`src/rtl/pipe_ctrl_pkg.sv`:
```
// rtl/pipe_ctrl_pkg.sv - shared stage indices and FSM encodings for the pipeline controller
package pipe_ctrl_pkg;

  localparam int PIPE_IF_ID  = 0;
  localparam int PIPE_ID_EX  = 1;
  localparam int PIPE_EX_MEM = 2;
  localparam int PIPE_MEM_WB = 3;
  localparam int PIPE_REGS   = 4;

  typedef enum logic {
    RUN   = 1'b0,
    REDIR = 1'b1
  } redir_state_t;

  typedef enum logic {
    IDLE    = 1'b0,
    MD_BUSY = 1'b1
  } md_state_t;

endpackage

```
`src/rtl/pipe_ctrl_if.sv`:
```
// rtl/pipe_ctrl_if.sv - hazard inputs and stall/flush/redirect outputs of the pipeline controller
interface pipe_ctrl_if #(
  parameter int XLEN  = 64,
  parameter int CNT_W = 32
);

  logic             ifu_busy_i;
  logic             lsu_busy_i;
  logic             load_use_i;
  logic             bp_miss_i;
  logic [XLEN-1:0]  bp_target_i;
  logic             muldiv_start_i;
  logic             muldiv_done_i;
  logic             trap_i;
  logic [XLEN-1:0]  trap_pc_i;

  logic             pc_stall_o;
  logic [3:0]       stall_o;
  logic [3:0]       flush_o;
  logic             redirect_valid_o;
  logic [XLEN-1:0]  redirect_pc_o;
  logic             muldiv_kill_o;
  logic [CNT_W-1:0] stall_cnt_o;

  modport master (
    output ifu_busy_i, lsu_busy_i, load_use_i, bp_miss_i, bp_target_i,
    output muldiv_start_i, muldiv_done_i, trap_i, trap_pc_i,
    input  pc_stall_o, stall_o, flush_o, redirect_valid_o, redirect_pc_o,
    input  muldiv_kill_o, stall_cnt_o
  );

  modport slave (
    input  ifu_busy_i, lsu_busy_i, load_use_i, bp_miss_i, bp_target_i,
    input  muldiv_start_i, muldiv_done_i, trap_i, trap_pc_i,
    output pc_stall_o, stall_o, flush_o, redirect_valid_o, redirect_pc_o,
    output muldiv_kill_o, stall_cnt_o
  );

endinterface

```
`src/rtl/pipe_ctrl_redirect.sv`:
```
// rtl/pipe_ctrl_redirect.sv - redirect FSM holding the fetch target until fetch accepts it
module pipe_ctrl_redirect
  import pipe_ctrl_pkg::*;
#(
  parameter int XLEN = 64
) (
  input  logic            clk,
  input  logic            rst,
  input  logic            ifu_busy,
  input  logic            trap,
  input  logic [XLEN-1:0] trap_pc,
  input  logic            bp_take,
  input  logic [XLEN-1:0] bp_target,
  output logic            pending,
  output logic            redirect_valid,
  output logic [XLEN-1:0] redirect_pc
);

  redir_state_t state;

  always_ff @(posedge clk or negedge rst) begin
    if (!rst) begin
      state          <= RUN;
      redirect_valid <= 1'b0;
      redirect_pc    <= '0;
    end else begin
      case (state)
        RUN: begin
          if (trap) begin
            state          <= REDIR;
            redirect_valid <= 1'b1;
            redirect_pc    <= trap_pc;
          end else if (bp_take) begin
            state          <= REDIR;
            redirect_valid <= 1'b1;
            redirect_pc    <= bp_target;
          end
        end
        REDIR: begin
          // A trap supersedes the pending target even in the acceptance cycle.
          if (trap) begin
            redirect_pc <= trap_pc;
          end else if (!ifu_busy) begin
            state          <= RUN;
            redirect_valid <= 1'b0;
          end
        end
        default: begin
          state          <= RUN;
          redirect_valid <= 1'b0;
        end
      endcase
    end
  end

  assign pending = (state == REDIR);

endmodule

```
`src/rtl/pipe_ctrl.sv`:
```
// rtl/pipe_ctrl.sv - hazard priority, mul/div hold, redirect sequencing and stall counting
module pipe_ctrl
  import pipe_ctrl_pkg::*;
#(
  parameter int XLEN  = 64,
  parameter int CNT_W = 32
) (
  input  logic       clk,
  input  logic       rst,
  pipe_ctrl_if.slave bus
);

  md_state_t        md_state;
  logic             redir_pending;
  logic             md_hold;
  logic             bp_take;
  logic             pc_stall;
  logic [3:0]       stall;
  logic [3:0]       flush;
  logic [CNT_W-1:0] stall_cnt;

  // The mul/div hold drops in the done cycle so EX advances with the result.
  assign md_hold = (md_state == MD_BUSY) && !bus.muldiv_done_i;
  assign bp_take = bus.bp_miss_i && !bus.lsu_busy_i && !redir_pending;

  always_comb begin
    pc_stall = 1'b0;
    stall    = '0;
    flush    = '0;
    if (bus.trap_i) begin
      flush[PIPE_IF_ID]  = 1'b1;
      flush[PIPE_ID_EX]  = 1'b1;
      flush[PIPE_EX_MEM] = 1'b1;
    end
    if (bus.lsu_busy_i) begin
      pc_stall           = 1'b1;
      stall[PIPE_IF_ID]  = 1'b1;
      stall[PIPE_ID_EX]  = 1'b1;
      stall[PIPE_EX_MEM] = 1'b1;
      flush[PIPE_MEM_WB] = 1'b1;
    end else begin
      if (redir_pending) begin
        pc_stall          = 1'b1;
        flush[PIPE_IF_ID] = 1'b1;
      end
      if (md_hold) begin
        pc_stall           = 1'b1;
        stall[PIPE_IF_ID]  = 1'b1;
        stall[PIPE_ID_EX]  = 1'b1;
        flush[PIPE_EX_MEM] = 1'b1;
      end
      if (bp_take) begin
        flush[PIPE_IF_ID] = 1'b1;
        flush[PIPE_ID_EX] = 1'b1;
      end
      if (bus.load_use_i) begin
        pc_stall          = 1'b1;
        stall[PIPE_IF_ID] = 1'b1;
        flush[PIPE_ID_EX] = 1'b1;
      end
    end
  end

  always_ff @(posedge clk or negedge rst) begin
    if (!rst) begin
      md_state <= IDLE;
    end else begin
      case (md_state)
        IDLE: begin
          // A start that is flushed, held in EX, or finishes at once never busies the unit.
          if (bus.muldiv_start_i && !bus.lsu_busy_i && !bus.muldiv_done_i && !bus.trap_i) begin
            md_state <= MD_BUSY;
          end
        end
        MD_BUSY: begin
          if (bus.muldiv_done_i || bus.trap_i) begin
            md_state <= IDLE;
          end
        end
        default: md_state <= IDLE;
      endcase
    end
  end

  always_ff @(posedge clk or negedge rst) begin
    if (!rst) begin
      stall_cnt <= '0;
    end else if (pc_stall && (stall_cnt != '1)) begin
      stall_cnt <= stall_cnt + 1'b1;
    end
  end

  pipe_ctrl_redirect #(
    .XLEN(XLEN)
  ) u_redirect (
    .clk           (clk),
    .rst           (rst),
    .ifu_busy      (bus.ifu_busy_i),
    .trap          (bus.trap_i),
    .trap_pc       (bus.trap_pc_i),
    .bp_take       (bp_take),
    .bp_target     (bus.bp_target_i),
    .pending       (redir_pending),
    .redirect_valid(bus.redirect_valid_o),
    .redirect_pc   (bus.redirect_pc_o)
  );

  assign bus.pc_stall_o    = pc_stall;
  assign bus.stall_o       = stall;
  assign bus.flush_o       = flush;
  assign bus.muldiv_kill_o = bus.trap_i && (md_state == MD_BUSY);
  assign bus.stall_cnt_o   = stall_cnt;

endmodule

```
`src/flat_wrapper.sv`:
```
// flat-port wrapper written by rule: the top's interface ports become plain ports
module pipe_ctrl_flat import pipe_ctrl_pkg::*;
#(
  parameter int XLEN  = 64,
  parameter int CNT_W = 32
)
  (clk, rst, bus_ifu_busy_i, bus_lsu_busy_i, bus_load_use_i, bus_bp_miss_i, bus_bp_target_i, bus_muldiv_start_i, bus_muldiv_done_i, bus_trap_i, bus_trap_pc_i, bus_pc_stall_o, bus_stall_o, bus_flush_o, bus_redirect_valid_o, bus_redirect_pc_o, bus_muldiv_kill_o, bus_stall_cnt_o);
  pipe_ctrl_if #(.XLEN(XLEN), .CNT_W(CNT_W)) bus_i ();
  input  logic clk;
  input  logic rst;
  input wire logic [$bits(bus_i.ifu_busy_i)-1:0] bus_ifu_busy_i;
  input wire logic [$bits(bus_i.lsu_busy_i)-1:0] bus_lsu_busy_i;
  input wire logic [$bits(bus_i.load_use_i)-1:0] bus_load_use_i;
  input wire logic [$bits(bus_i.bp_miss_i)-1:0] bus_bp_miss_i;
  input wire logic [$bits(bus_i.bp_target_i)-1:0] bus_bp_target_i;
  input wire logic [$bits(bus_i.muldiv_start_i)-1:0] bus_muldiv_start_i;
  input wire logic [$bits(bus_i.muldiv_done_i)-1:0] bus_muldiv_done_i;
  input wire logic [$bits(bus_i.trap_i)-1:0] bus_trap_i;
  input wire logic [$bits(bus_i.trap_pc_i)-1:0] bus_trap_pc_i;
  output wire logic [$bits(bus_i.pc_stall_o)-1:0] bus_pc_stall_o;
  output wire logic [$bits(bus_i.stall_o)-1:0] bus_stall_o;
  output wire logic [$bits(bus_i.flush_o)-1:0] bus_flush_o;
  output wire logic [$bits(bus_i.redirect_valid_o)-1:0] bus_redirect_valid_o;
  output wire logic [$bits(bus_i.redirect_pc_o)-1:0] bus_redirect_pc_o;
  output wire logic [$bits(bus_i.muldiv_kill_o)-1:0] bus_muldiv_kill_o;
  output wire logic [$bits(bus_i.stall_cnt_o)-1:0] bus_stall_cnt_o;
  assign bus_i.ifu_busy_i = bus_ifu_busy_i;
  assign bus_i.lsu_busy_i = bus_lsu_busy_i;
  assign bus_i.load_use_i = bus_load_use_i;
  assign bus_i.bp_miss_i = bus_bp_miss_i;
  assign bus_i.bp_target_i = bus_bp_target_i;
  assign bus_i.muldiv_start_i = bus_muldiv_start_i;
  assign bus_i.muldiv_done_i = bus_muldiv_done_i;
  assign bus_i.trap_i = bus_trap_i;
  assign bus_i.trap_pc_i = bus_trap_pc_i;
  assign bus_pc_stall_o = bus_i.pc_stall_o;
  assign bus_stall_o = bus_i.stall_o;
  assign bus_flush_o = bus_i.flush_o;
  assign bus_redirect_valid_o = bus_i.redirect_valid_o;
  assign bus_redirect_pc_o = bus_i.redirect_pc_o;
  assign bus_muldiv_kill_o = bus_i.muldiv_kill_o;
  assign bus_stall_cnt_o = bus_i.stall_cnt_o;
  pipe_ctrl #(.XLEN(XLEN), .CNT_W(CNT_W)) u_core (.clk(clk), .rst(rst), .bus(bus_i));
endmodule
```
`config.mk`:
```
export PLATFORM = sky130hd
export DESIGN_NAME = pipe_ctrl_flat
export DESIGN_NICKNAME = d
export VERILOG_FILES = /design/src/rtl/pipe_ctrl_pkg.sv /design/src/rtl/pipe_ctrl_if.sv /design/src/rtl/pipe_ctrl_redirect.sv /design/src/rtl/pipe_ctrl.sv /design/src/flat_wrapper.sv
export SDC_FILE = /design/constraint.sdc
export NUM_CORES = 1
export LEC_CHECK = 0
export BUFFER_PORTS_ARGS = -buffer_cell sky130_fd_sc_hd__buf_4
export CELL_PAD_IN_SITES_DETAIL_PLACEMENT = 1
export CELL_PAD_IN_SITES_GLOBAL_PLACEMENT = 2
export CORE_UTILIZATION = 28
export CTS_CLUSTER_DIAMETER = 200
export DETAILED_ROUTE_END_ITERATION = 7
export GPL_ROUTABILITY_DRIVEN = 1
export HOLD_SLACK_MARGIN = 0.03
export PLACE_DENSITY = 0.89
export SLEW_MARGIN = 20
export SYNTH_ARGS = -nofsm -noshare
export SYNTH_HDL_FRONTEND = slang
export SYNTH_SLANG_ARGS = --single-unit
```
`constraint.sdc`:
```
create_clock -name clk -period 4.9 [get_ports clk]
set_input_delay 0.98 -clock clk [delete_from_list [all_inputs] [get_ports clk]]
set_output_delay 0.98 -clock clk [all_outputs]
set_load 0.02 [all_outputs]
```
After elaboration in Yosys (flattened, before gate mapping)
Index checks and enable logic that the tools add are counted.
{"block": "totals", "regBits": 99, "latchBits": 0, "ram_bits": 0, "romBits": 0, "inputBits": 137, "word_cells": 59, "mem_count": 0}
{"block": "classes", "add_sub_neg": 1, "mul": 0, "div": 0, "order_cmp": 0, "eq_ne": 5, "shifts": 0, "n_mux": 31, "bitwise": 2, "reduce_logical": 15}
{"operator": "$mux W64", "n": 3}
{"operator": "$pmux W64 S2", "n": 1}
{"operator": "$add A32 B1 Y32 const B", "n": 1}
{"operator": "$ne A32 B32 Y1 const B", "n": 1}
{"operator": "$mux W1", "n": 19}
{"operator": "$logic_and A1 B1 Y1", "n": 8}
{"operator": "$mux W2", "n": 3}
{"operator": "$mux W3", "n": 2}
{"operator": "$ne A2 B2 Y1 const B", "n": 3}
{"operator": "$pmux W1 S2", "n": 3}
{"operator": "$logic_not A1 Y1", "n": 4}
{"operator": "$ne A3 B2 Y1 const B", "n": 1}
{"operator": "$reduce_and A3 Y1", "n": 1}
{"operator": "$not A1 Y1", "n": 2}
{"operator": "$reduce_and A2 Y1", "n": 1}
{"operator": "$logic_or A1 B1 Y1", "n": 1}

Longest topological paths before layout
Gate-level depths: netlist of the first run.
{"block": "logic_depth", "ltp_word": 6, "depth_mapped": 8, "mapped_depth_nobuf": 6}

Cells and area by module
Synthesis of the first run repeated with hierarchy kept, for this count alone.
{"block": "hier_totals", "hier_cells": 448, "hier_area_um2": 4795.8}
{"mod": "pipe_ctrl_redirect", "instances": 1, "cells_per_inst": 286, "area_per_inst_um2": 3081.7, "seq_area_each_um2": 1651.6}
{"mod": "pipe_ctrl", "instances": 1, "cells_per_inst": 162, "area_per_inst_um2": 1714.1, "seq_area_each_um2": 825.8}

Worst setup path after synthesis of the first run
OpenSTA, ideal clock, no wires.
{"block": "synth_timing", "path_type": "input-to-output", "from": "in bus_trap_i", "to": "out bus_flush_o[1]", "arrival_time_ns": 1.878, "t_required_ns": 3.920, "path_slack_ns": 2.042, "stages": 4, "path_buffers": 2, "cell_sequence": "clkbuf_1 > o21bai_1 > clkbuf_1 > a21o_1"}
{"block": "synth_between", "elab_chain_len": 4}
{"item": "from (decl)", "line": "flat_wrapper.sv:18", "source": "input wire logic [$bits(bus_i.trap_i)-1:0] bus_trap_i;"}
{"item": "$mux W3 *", "line": "pipe_ctrl.sv:30", "source": "if (bus.trap_i) begin"}
{"item": "$mux W2", "line": "pipe_ctrl.sv:52", "source": "if (bp_take) begin"}
{"item": "$mux W1", "line": "pipe_ctrl.sv:56", "source": "if (bus.load_use_i) begin"}
{"item": "$mux W3 *", "line": "pipe_ctrl.sv:35", "source": "if (bus.lsu_busy_i) begin"}
{"item": "to (decl)", "line": "flat_wrapper.sv:22", "source": "output wire logic [$bits(bus_i.flush_o)-1:0] bus_flush_o;"}
Every way passes the cells marked *; elsewhere a longest branch is shown, timed or not.

Worst setup path in the final report of the first run
{"block": "layout_timing", "from": "in bus_lsu_busy_i", "to": "out bus_flush_o[1]"}
{"block": "layout_between", "elab_chain_len": 6}
{"item": "from (decl)", "line": "flat_wrapper.sv:12", "source": "input wire logic [$bits(bus_i.lsu_busy_i)-1:0] bus_lsu_busy_i;"}
{"item": "$logic_not A1 Y1", "line": "pipe_ctrl.sv:24", "source": "assign bp_take = bus.bp_miss_i && !bus.lsu_busy_i && !redir_pending;"}
{"item": "$logic_and A1 B1 Y1 (2 in series)", "line": "pipe_ctrl.sv:24"}
{"item": "$mux W2", "line": "pipe_ctrl.sv:52"}
{"item": "$mux W1", "line": "pipe_ctrl.sv:56"}
{"item": "$mux W3 *", "line": "pipe_ctrl.sv:35"}
Marked as above.

==> reports/summary.txt, run 1 <==
DR vias: 4142
Initial antenna violation count: 0
Worst-case vdd ir drop: 149 uV
DR iter-0 viols: 124
Synth Area in Simple Gates: 15.0%
Sink Count: 99
Initial Utilization: 28.5%
Largest cells by area after synthesis: dfrtp_1, mux2i_1, a21oi_1, nor2_1, xnor2_1
N_diodes: 0
WP data required: 3920 ps
Clk slew on worst S/H paths: 70 ps
RSZ-0062 raised after global routing: no
Crit-path max FO: 31
GR Util met2: 30.5%
First-pass GRT wire length: 23100 microns
Critical path's slowest cell: o21bai_4
Max_cap viols: 0
Main combinational cell family by area after synthesis: simple AND/OR/NAND/NOR gates
DP HPWL: 11100 microns
Worst-margin pin slew: 1000 ps
Yosys top cell by area: dfrtp_1
Setup Crit Path Kind: input pin to output port
Placement Setup Slack: 1630 ps
Global placer's final weighted congestion: 0.795
Wire per inst: 16.2 microns
CP Depth: 6
I/O pin count: 244
Leakage: 3.22 nW
Rel. slew slack: 33.1%
First drt pass iteration count: 4
Post-CTS Resized: 0
Fmax: 0.311 GHz
Core ar.: 0.0165 sq mm
GRT Total Usage: 16.9%
Fillers: 1899
Final Core Density: 42.2%
Buf+Inv Stages, Crit Path: 3
Reg-to-Reg Start: u_core.bus.stall_cnt_o[0]
Reg2reg end: u_core.bus.stall_cnt_o[1]
Post-CTS Setup Bufs: 0
Die area: 0.0173 sq mm
Final #Nets: 803
Routed Wire Length: 14400 microns
Critical path endpoint: bus_flush_o[1]
Fin worst setup slack: 1680 ps
Fin crit period: 3220 ps
Post-route ant nets: 0
PortBufs: 242
Mux contribution to synthesized area: 13.8%
Synth top area share: 52.6%
Worst R2R Setup Slack: 2310 ps
Met1 global-route usage: 18.6%
Crit path max-delay family: compound AO/OA/AOI/OAI gates
Commonest non-fill, non-tap cell in the layout: buf_4
Cells after Synth: 437
Clk_lat worst skew: 350 ps
Cell row count: 47
Outcome: complete, no violations
Share of layout cells above drive strength 1: 42.7%
Die Span Y: 132 microns
Period utilisation layout: 65.7%
Setup TNS: 0 ps
Post-synthesis adder-cell area fraction: 0.266%
Crit-path cells: buf_4, inv_1, nand2_1, o21bai_4, a21o_1, buf_4
Final Skew: 11.6 ps
Vias in the first global route: 4568
DRC: 0
Hold Buf Count CTS: 0
Crit path launch type: input pin
CTS buffer count: 9
YS warnings: 0
# setup viols final: 0
Hold Path Class: register to register
Synthesized area: 0.00471 sq mm
Syn_area_per_cell: 10.8 sq um
TritonCTS clock tree: yes
Post-synth cell types: 41
Die X: 132 microns
CP Capture Type: output port
Reg2Reg Depth: 6
Via/cell ratio: 4.66
H-Tree Depth: 3
GR peak layer: met2
Most frequent cells in the layout: buf_4, dfrtp_1, nor2_1, a21oi_1, mux2i_1
Met3 Resource Use GR: 4.86%
Largest net degree at the start of global routing: 101
Clock buffer depth: 2
Most frequent CP cell: buf_4
Area Overhead vs Synth: 47.9%
HP Start: u_core.bus.stall_cnt_o[7]
Max-slew violations: 0
Worst stage delay on the critical path: 600 ps
Post-synth net total: 575
Clk Tree Root Cell: clkbuf_16
Synth Area in XOR/XNOR: 5.77%
CP Launch Point: bus_lsu_busy_i
Pwr Density: 326 mW/mm^2
Grt ovf: 0
CP arrival: 2240 ps
Fin. Hold Viols: 0
Complex-gate fraction of the synthesized area: 8.93%
Yosys reg bits: 99
Register area share after synthesis: 52.6%
flip-flops by register name, summed over array words and instances, names as in the netlist:
name                              flops
u_core.bus.stall_cnt_o               32
u_core.md_state                       1
u_core.u_redirect.pending             1
u_core.u_redirect.redirect_pc        64
u_core.u_redirect.redirect_valid      1
worst reg2reg max path: stages, from the launching register on:
cell	delay [ps]
dfrtp_1	420
ha_1	230
and4_4	260
nand2_1	50
nand4bb_1	770
nand2_1	380
mux2_2	360
how the worst min path moves through the flow:
stage | to | slack [ps] | depth (start not counted)
after detailed placement | u_core.bus.stall_cnt_o[7] | 490 | 1
after global routing | u_core.bus.stall_cnt_o[7] | 530 | 1
after CTS | u_core.bus.stall_cnt_o[7] | 500 | 1
final | u_core.bus.stall_cnt_o[7] | 500 | 1
after global placement | u_core.bus.stall_cnt_o[26] | 480 | 1
after floorplan | u_core.md_state | 530 | 2
cell type report:
class | instances | area [sq um] | area share, %
timing repair buffer | 246 | 1860 | 26.7
sequential | 99 | 2480 | 35.6
clock inverter | 4 | 27.5 | 0.395
clock buffer | 10 | 239 | 3.43
tap | 220 | 275 | 3.95
multi-input combinational | 308 | 2080 | 29.9
inverter | 1 | 3.75 | 0.0539
per-layer routing:
metal,routed length (microns),share of wire (%)
met4,289,2.0
met3,971,6.8
met2,7530,52
met1,5590,39
met5,0,0
metrics by stage:
step           instances  hold WS, ps  total power, mW  cell area [sq um]
6_report             888          501             2.27               6970
4_1_cts              888          500             2.32               6970
3_5_place_dp         874          486             1.64               6700
3_3_place_gp         874          477             1.61               6700
5_1_grt              888          531             2.39               6970
2_1_floorplan        437          530             1.30               4710
power by group:
part | total [mW] | internal (mW) | switching (mW)
combinational | 0.615 | 0.293 | 0.321
clock | 0.659 | 0.354 | 0.305
sequential | 1.00 | 0.915 | 0.0855
total | 2.27 | 1.56 | 0.712
Yosys cell counts (all sizes together):
cell,n
nor3,1
conb,1
or2,3
ha,1
xnor2,27
o21ai,1
nand3,14
a21oi,65
and2,2
and3,14
or3,1
xor2,4
nand2,6
nor2,71
nand4bb,1
a211oi,1
o311ai,1
and4,6
buf,15
o21bai,2
mux2,1
a22oi,1
a31oi,1
clkbuf,14
a21o,3
inv,1
nand4,14
nor2b,1
mux2i,64
dfrtp,99
or4b,1
cells by family (layout without fill, tap and decap cells):
family / Yosys count / count (layout)
other cells: 1 / 1
mux: 65 / 65
flops: 99 / 99
fa+ha+maj: 1 / 1
compound gates: 75 / 75
buf+inv: 30 / 261
simple gates: 135 / 135
xor+xnor: 31 / 31
Note: power is estimated with default switching activity, not from simulation.
==> run 2, diff against run 1 <==
--- a/config.mk
+++ b/config.mk
@@ -5,15 +5,16 @@
 export SDC_FILE = /design/constraint.sdc
 export NUM_CORES = 1
 export LEC_CHECK = 0
+export ABC_AREA = 1
 export BUFFER_PORTS_ARGS = -buffer_cell sky130_fd_sc_hd__buf_4
 export CELL_PAD_IN_SITES_DETAIL_PLACEMENT = 1
 export CELL_PAD_IN_SITES_GLOBAL_PLACEMENT = 2
-export CORE_UTILIZATION = 28
+export CORE_UTILIZATION = 23
 export CTS_CLUSTER_DIAMETER = 200
 export DETAILED_ROUTE_END_ITERATION = 7
 export GPL_ROUTABILITY_DRIVEN = 1
 export HOLD_SLACK_MARGIN = 0.03
-export PLACE_DENSITY = 0.89
+export PLACE_DENSITY = 0.82
 export SLEW_MARGIN = 20
 export SYNTH_ARGS = -nofsm -noshare
 export SYNTH_HDL_FRONTEND = slang
==> constraint.sdc (replaced) <==
create_clock -name clk -period 2.9 [get_ports clk]
set_input_delay 0.58 -clock clk [delete_from_list [all_inputs] [get_ports clk]]
set_output_delay 0.58 -clock clk [all_outputs]
set_load 0.02 [all_outputs]
==> run 2 against run 1 <==
Net effect: die area is 39% higher; highest routed layer unchanged; hold slack worse by 300 ps; cell area is 12% higher; largest cell class is now multi-input gates; critical path depth is 1 higher.
==> reports/summary.txt, run 2 <==
CTS buffer count: 9 (unchanged)
Leakage: 3.65 nW (+13%)
Fin crit period: 2140 ps
First-pass GRT wire length: 31300 microns (+35%)
Clk slew on worst S/H paths: 80 ps (about the same)
Outcome: complete, no violations
PortBufs: 242 (unchanged)
Hold Path Class: input pin to async pin
Synth Area in Simple Gates: 32.8% (+18 points)
Pwr Density: 574 mW/mm^2 (+76%)
Post-synthesis adder-cell area fraction: 0.232% (-0.034 points)
Clk Tree Root Cell: clkbuf_16
Via/cell ratio: 4.35 (-6.8%)
CP arrival: 1560 ps (-680 ps)
CP Capture Type: output port
Complex-gate fraction of the synthesized area: 13.2% (+4.2 points)
DR vias: 5478 (+32%)
Post-synth top flop: dfrtp_1
Post-synth cell types: 32 (-22%)
Wire per inst: 15.7 microns (-3.0%)
Inst Count DP: 1243 (+42%)
DP HPWL: 15300 microns (+38%)
Die Span Y: 155 microns (+18%)
H-Tree Depth: 3 (unchanged)
Rel. slew slack: 64.4% (+31 points)
CP Launch Point: u_core.u_redirect.pending
Max reg flops: 64 (unchanged)
Reg-to-Reg Start: u_core.bus.stall_cnt_o[0]
Syn_area_per_cell: 7.52 sq um (-30%)
Post-synth net total: 855 (+49%)
Total power: 4.48 mW (+97%)
Setup Crit Path Kind: register to output port
Fin worst setup slack: 757 ps (-926 ps)
Crit path launch type: register
Crit-path cells: inv_1, nand2_2, a21oi_2, a21oi_1, clkinv_2, o21ai_0, buf_4
I/O pin count: 244 (unchanged)
Number of synthesized flops with an enable pin: 0 (unchanged)
Yosys reg bits: 99 (unchanged)
Clock buffer depth: 2 (unchanged)
Synth Area in XOR/XNOR: 1.46% (-4.3 points)
Main combinational cell family by area after synthesis: simple AND/OR/NAND/NOR gates
Largest cells by area after synthesis: dfrtp_1, nand2_1, o21ai_0, or2_2, nor2_1
Crit path max-delay family: flip-flops
WP data required: 2320 ps (-1600 ps)
GRT Total Usage: 17.1% (+0.14 points)
Top-count cell post-synth: nand2_1
Setup TNS: 0 ps (unchanged)
Post-route ant nets: 0 (unchanged)
Async set or reset register ratio after synthesis: 100% (unchanged)
# setup viols final: 0 (unchanged)
Finished Layout Cells: 1260 (+42%)
Placement Setup Slack: 798 ps (-832 ps)
Area Overhead vs Synth: 45.0%
Synth top area share: 46.0% (-6.7 points)
RSZ-0062 raised after global routing: no
Placed instance area: 0.00751 sq mm (+12%)
Worst-case vdd ir drop: 291 uV (+96%)
TritonCTS clock tree: yes
Fmax: 0.467 GHz
Sink Count: 99 (unchanged)
Worst stage delay on the critical path: 400 ps (-200 ps)
Worst-margin pin slew: 534 ps (-467 ps)
Max-slew violations: 0 (unchanged)
Cells after Synth: 717 (+64%)
Grt ovf: 0 (unchanged)
Buf+Inv Stages, Crit Path: 3 (unchanged)
DR iter-0 viols: 241 (+94%)
Hold Buf Count CTS: 0 (unchanged)
Yosys top cell by area: dfrtp_1
Critical path's slowest cell: dfrtp_1
Die X: 155 microns (+18%)
Initial Utilization: 23.7% (-4.8 points)
Global placer's final weighted congestion: 0.823 (+3.5%)
Most frequent cells in the layout: buf_4, nand2_1, o21ai_0, dfrtp_1, nor2_1
Post-CTS Resized: 0 (unchanged)
Vias in the first global route: 5706 (+25%)
Register area share after synthesis: 46.0% (-6.7 points)
Fin. Hold Viols: 0 (unchanged)
Cell row count: 55 (+17%)
Most flops, register: u_core.u_redirect.redirect_pc
First drt pass iteration count: 4 (unchanged)
Routed Wire Length: 19800 microns (+38%)
Final Skew: 8.22 ps (-3.37 ps)
Clk_lat worst skew: 360 ps (about the same)
Commonest non-fill, non-tap cell in the layout: buf_4
Fin area: 0.00782 sq mm (+12%)
Initial antenna violation count: 1 (+1)
Synth top cells by count: nand2_1, o21ai_0, dfrtp_1
Die area: 0.0241 sq mm (+39%)
DRC: 0 (unchanged)
Mux contribution to synthesized area: 0% (-14 points)
Final #Nets: 1079 (+34%)
Share of layout cells above drive strength 1: 34.7% (-8.0 points)
Largest net degree at the start of global routing: 103 (+2.0%)
Synthesized area: 0.00539 sq mm (+14%)
Post-CTS Setup Bufs: 0 (unchanged)
Crit-path max FO: 4 (-87%)
Max_cap viols: 0 (unchanged)
YS warnings: 0 (unchanged)
Period utilisation layout: 73.9%
Core ar.: 0.0228 sq mm (+38%)
[run 2: routing by layer]
layer / routed length [microns] / GRT usage (%)
met5: 0 / 0
met4: 293 / 4.48
met3: 1940 / 7.24
met2: 9540 / 28.6
met1: 8030 / 19.9
[run 2: cells by family (layout without fill, tap and decap cells)]
logic type | Yosys count | after routing
AOI/OAI and AO/OA | 141 | 141
xor gates and xnor gates | 9 | 9
adders and majority gates | 1 | 1
buffers and inverters | 74 | 303
DFF | 99 | 99
other | 1 | 2
and+or+nand+nor | 392 | 392
[run 2: per-stage QoR]
stage	utilization [%]	hold slack, ps
final	34.3	205
after global placement	33.0	467
after CTS	34.3	217
after global routing	34.3	240
after detailed placement	33.0	475
after floorplan	-	284
[run 2: layout make-up]
type	instances	area, sq um
well taps	313	392
inverters	39	153
clock inverters	6	65.1
flip-flops and latches	99	2480
fillers	2812	15000
repair buffers	248	1910
clock buffers	10	239
diodes	1	2.50
multi-input cells	544	2580
[run 2: power by group]
group          internal (mW)  switching, mW  leakage [nW]
clock network          0.636          0.615         0.151
logic                  0.612          0.810          2.26
registers               1.61          0.196          1.24
[run 2: path summary, 6_finish.rpt]
| path | endpoint | slack, ps | depth (start not counted) |
|---|---|---|---|
| worst max-delay path | bus_flush_o[1] | 760 | 7 |
| max in group asynchronous | u_core.bus.stall_cnt_o[26] | 2210 | 2 |
| min in group clk | u_core.md_state | 380 | 2 |
| worst min-delay path | u_core.md_state | 200 | 2 |
| worst min register to register | u_core.u_redirect.redirect_pc[9] | 490 | 2 |
| worst max register to register | u_core.bus.stall_cnt_o[9] | 900 | 10 |
==> run 3, diff against run 2 <==
--- a/config.mk
+++ b/config.mk
@@ -9,12 +9,12 @@
 export BUFFER_PORTS_ARGS = -buffer_cell sky130_fd_sc_hd__buf_4
 export CELL_PAD_IN_SITES_DETAIL_PLACEMENT = 1
 export CELL_PAD_IN_SITES_GLOBAL_PLACEMENT = 2
-export CORE_UTILIZATION = 23
+export CORE_UTILIZATION = 25
 export CTS_CLUSTER_DIAMETER = 200
 export DETAILED_ROUTE_END_ITERATION = 7
 export GPL_ROUTABILITY_DRIVEN = 1
 export HOLD_SLACK_MARGIN = 0.03
-export PLACE_DENSITY = 0.82
+export PLACE_DENSITY = 0.84
 export SLEW_MARGIN = 20
 export SYNTH_ARGS = -nofsm -noshare
 export SYNTH_HDL_FRONTEND = slang
==> constraint.sdc (replaced) <==
create_clock -name clk -period 2 [get_ports clk]
set_input_delay 0.4 -clock clk [delete_from_list [all_inputs] [get_ports clk]]
set_output_delay 0.4 -clock clk [all_outputs]
set_load 0.02 [all_outputs]
==> run 3 against run 2 <==
Net effect: non-clock buffer count rose by 20; count of clock-buffer cells in the layout did not move; combinational power rose by 50%; critical endpoint unchanged; cell area increased by 1.1%; clock power up 36%; worst setup slack got worse by 680 ps; hold slack lost 2.9 ps; global-route usage increased by 1.8 points; wire length rose by 3.1%; die area shrank 7.9%.
==> reports/summary.txt, run 3 (synthesis results as in run 2) <==
Outcome: complete, no violations
Wire per inst: 16.4 microns (+4.7%)
Cell row count: 53 (-3.6%)
First-pass GRT wire length: 31800 microns (+1.8%)
Via/cell ratio: 4.52 (+4.1%)
Share of layout cells above drive strength 1: 36.0% (+1.4 points)
PortBufs: 242 (unchanged)
Most flops, register: u_core.u_redirect.redirect_pc
P_int: 4.12 mW (+44%)
WHS Path Cells: 2
Most frequent cells in the layout: buf_4, nand2_1, o21ai_0, dfrtp_1, nor2_1
Die area: 0.0222 sq mm (-7.9%)
Max reg flops: 64 (unchanged)
Fillers: 2639 (-6.2%)
Grt ovf: 0 (unchanged)
Finished Layout Cells: 1241 (-1.5%)
Largest net degree at the start of global routing: 63 (-39%)
CP Capture Type: output port
Combinational power share: 32.9% (+1.2 points)
HP Start: bus_muldiv_done_i
Die X: 149 microns (-4.0%)
Clock buffer depth: 2 (unchanged)
Total power: 6.45 mW (+44%)
Leakage: 3.73 nW (+2.2%)
Sequential power share: 40.7% (+0.3 points)
H-Tree Depth: 3 (unchanged)
WP data required: 1600 ps (-720 ps)
DP HPWL: 16100 microns (+5.1%)
# setup viols final: 0 (unchanged)
Area Overhead vs Synth: 46.6%
DR iter-0 viols: 129 (-46%)
Post-route ant nets: 0 (unchanged)
Fin. Hold Viols: 0 (unchanged)
Reg2Reg Depth: 9 (-1)
DR vias: 5615 (+2.5%)
Fin worst setup slack: 79.6 ps (-677 ps)
Clk Tree Root Cell: clkbuf_16
Crit path max-delay family: flip-flops
Worst stage delay on the critical path: 440 ps (+40 ps)
I/O pin count: 244 (unchanged)
Final #Nets: 1099 (+1.9%)
Initial antenna violation count: 0 (-1)
Inst Count DP: 1221 (-1.8%)
Worst-case vdd ir drop: 370 uV (+27%)
Setup Crit Path Kind: register to output port
CP arrival: 1520 ps (-40 ps)
GRT Total Usage: 18.8% (+1.8 points)
Buf+Inv Stages, Crit Path: 3 (unchanged)
Hold endpoint: u_core.md_state
Setup TNS: 0 ps (unchanged)
Clk_lat worst skew: 360 ps (about the same)
Fin area: 0.00790 sq mm (+1.1%)
Switching Share: 36.2% (about the same)
Core ar.: 0.0211 sq mm (-7.4%)
WHS: 202 ps (-2.91 ps)
Commonest non-fill, non-tap cell in the layout: buf_4
Max-slew violations: 0 (unchanged)
First drt pass iteration count: 5 (+1)
CP Depth: 7 (unchanged)
Critical path's slowest cell: dfrtp_1
Max_cap viols: 0 (unchanged)
Clk slew on worst S/H paths: 80 ps (about the same)
Crit-path cells: inv_2, nand2_2, a21oi_4, a21oi_2, clkinv_2, o21ai_0, buf_4
Pwr Density: 816 mW/mm^2 (+42%)
TritonCTS clock tree: yes
Period utilisation layout: 96.0%
DRC: 0 (unchanged)
Global placer's final weighted congestion: 0.843 (+2.5%)
Worst R2R Setup Slack: 240 ps (-660 ps)
Final Skew: 10.4 ps (+2.15 ps)
Reg2reg end: u_core.bus.stall_cnt_o[11]
N_diodes: 0 (-1)
Fin crit period: 1920 ps
Vias in the first global route: 5815 (+1.9%)
Die Span Y: 149 microns (-4.0%)
Hold Path Class: input pin to register
Switch Pwr: 2.33 mW (+44%)
CTS buffer count: 9 (unchanged)
Fmax: 0.521 GHz
Clock network fraction of total power: 26.3% (-1.6 points)
Placement Setup Slack: 214 ps (-584 ps)
Crit-path max FO: 4 (unchanged)
Routed Wire Length: 20400 microns (+3.1%)
Final Core Density: 37.5% (+3.2 points)
Placed instance area: 0.00758 sq mm (+0.93%)
Sink Count: 99 (unchanged)
Reg-to-Reg Start: u_core.bus.stall_cnt_o[1]
Crit path launch type: register
Initial Utilization: 25.6% (+1.9 points)
==> run 3: cell count changes in the layout (fill, tap and decap cells not counted), sizes merged <==
cell         change
clkinvlp         +2
inv              -3
clkinv           +1
diode            -1
buf             +19
dlygate4sd3      +1
==> run 3: cell type report <==
class / count / area [sq um] / share of cell area [%]
well taps: 275 / 344 / 4.35
repair buffers: 268 / 2060 / 26.1
multi-input cells: 544 / 2590 / 32.7
clock buffers: 10 / 229 / 2.90
clock inverters: 6 / 48.8 / 0.617
inverters: 39 / 153 / 1.93
flip-flops and latches: 99 / 2480 / 31.3
==> run 3: worst max-delay path by stage <==
stage	from	endpoint	slack, ps
global placement	bus_muldiv_done_i	u_core.bus.stall_cnt_o[11]	250
global route	u_core.u_redirect.pending	bus_flush_o[1]	-20
finish	u_core.u_redirect.pending	bus_flush_o[1]	80
floorplan	u_core.bus.stall_cnt_o[0]	u_core.bus.stall_cnt_o[29]	240
detailed placement	bus_muldiv_done_i	u_core.bus.stall_cnt_o[23]	210
CTS	u_core.u_redirect.pending	bus_flush_o[1]	40
==> run 3: timing repair <==
item,in CTS,in global routing
hold buffers,1,0
pin swaps,0,1
setup endpoints to repair,1,1
buffers inserted,1,2
hold endpoints to repair,26,0
resized for setup,1,3
==> run 3: power by group through the flow <==
| stage | sequential (mW) | combinational (mW) | clock (mW) |
|---|---|---|---|
| 2_1_floorplan | 3.03 | 0.640 | 0 |
| 3_3_place_gp | 2.64 | 2.12 | 0 |
| 3_5_place_dp | 2.66 | 2.15 | 0 |
| 4_1_cts | 2.63 | 2.15 | 1.76 |
| 5_1_grt | 2.68 | 2.33 | 1.81 |
| 6_report | 2.63 | 2.13 | 1.70 |
==> run 3: routing by layer <==
layer	wire (microns)	GRT usage, %	up-vias	share of wire [%]
li1	-	-	2767	-
met1	8380	22.1	2657	41
met2	9850	31.7	173	48
met3	1880	7.40	18	9.2
met4	294	5.05	0	1.4
met5	0	0	-	0
==> run 3: worst reg2reg max path, cell delays in order (launching register included) <==
cell	delay, ps
dfrtp_1	400
ha_1	240
nand2_2	80
nor2_4	140
nand2_2	110
nor2_4	170
nand2_4	90
buf_4	220
a21oi_1	150
nor2_1	50
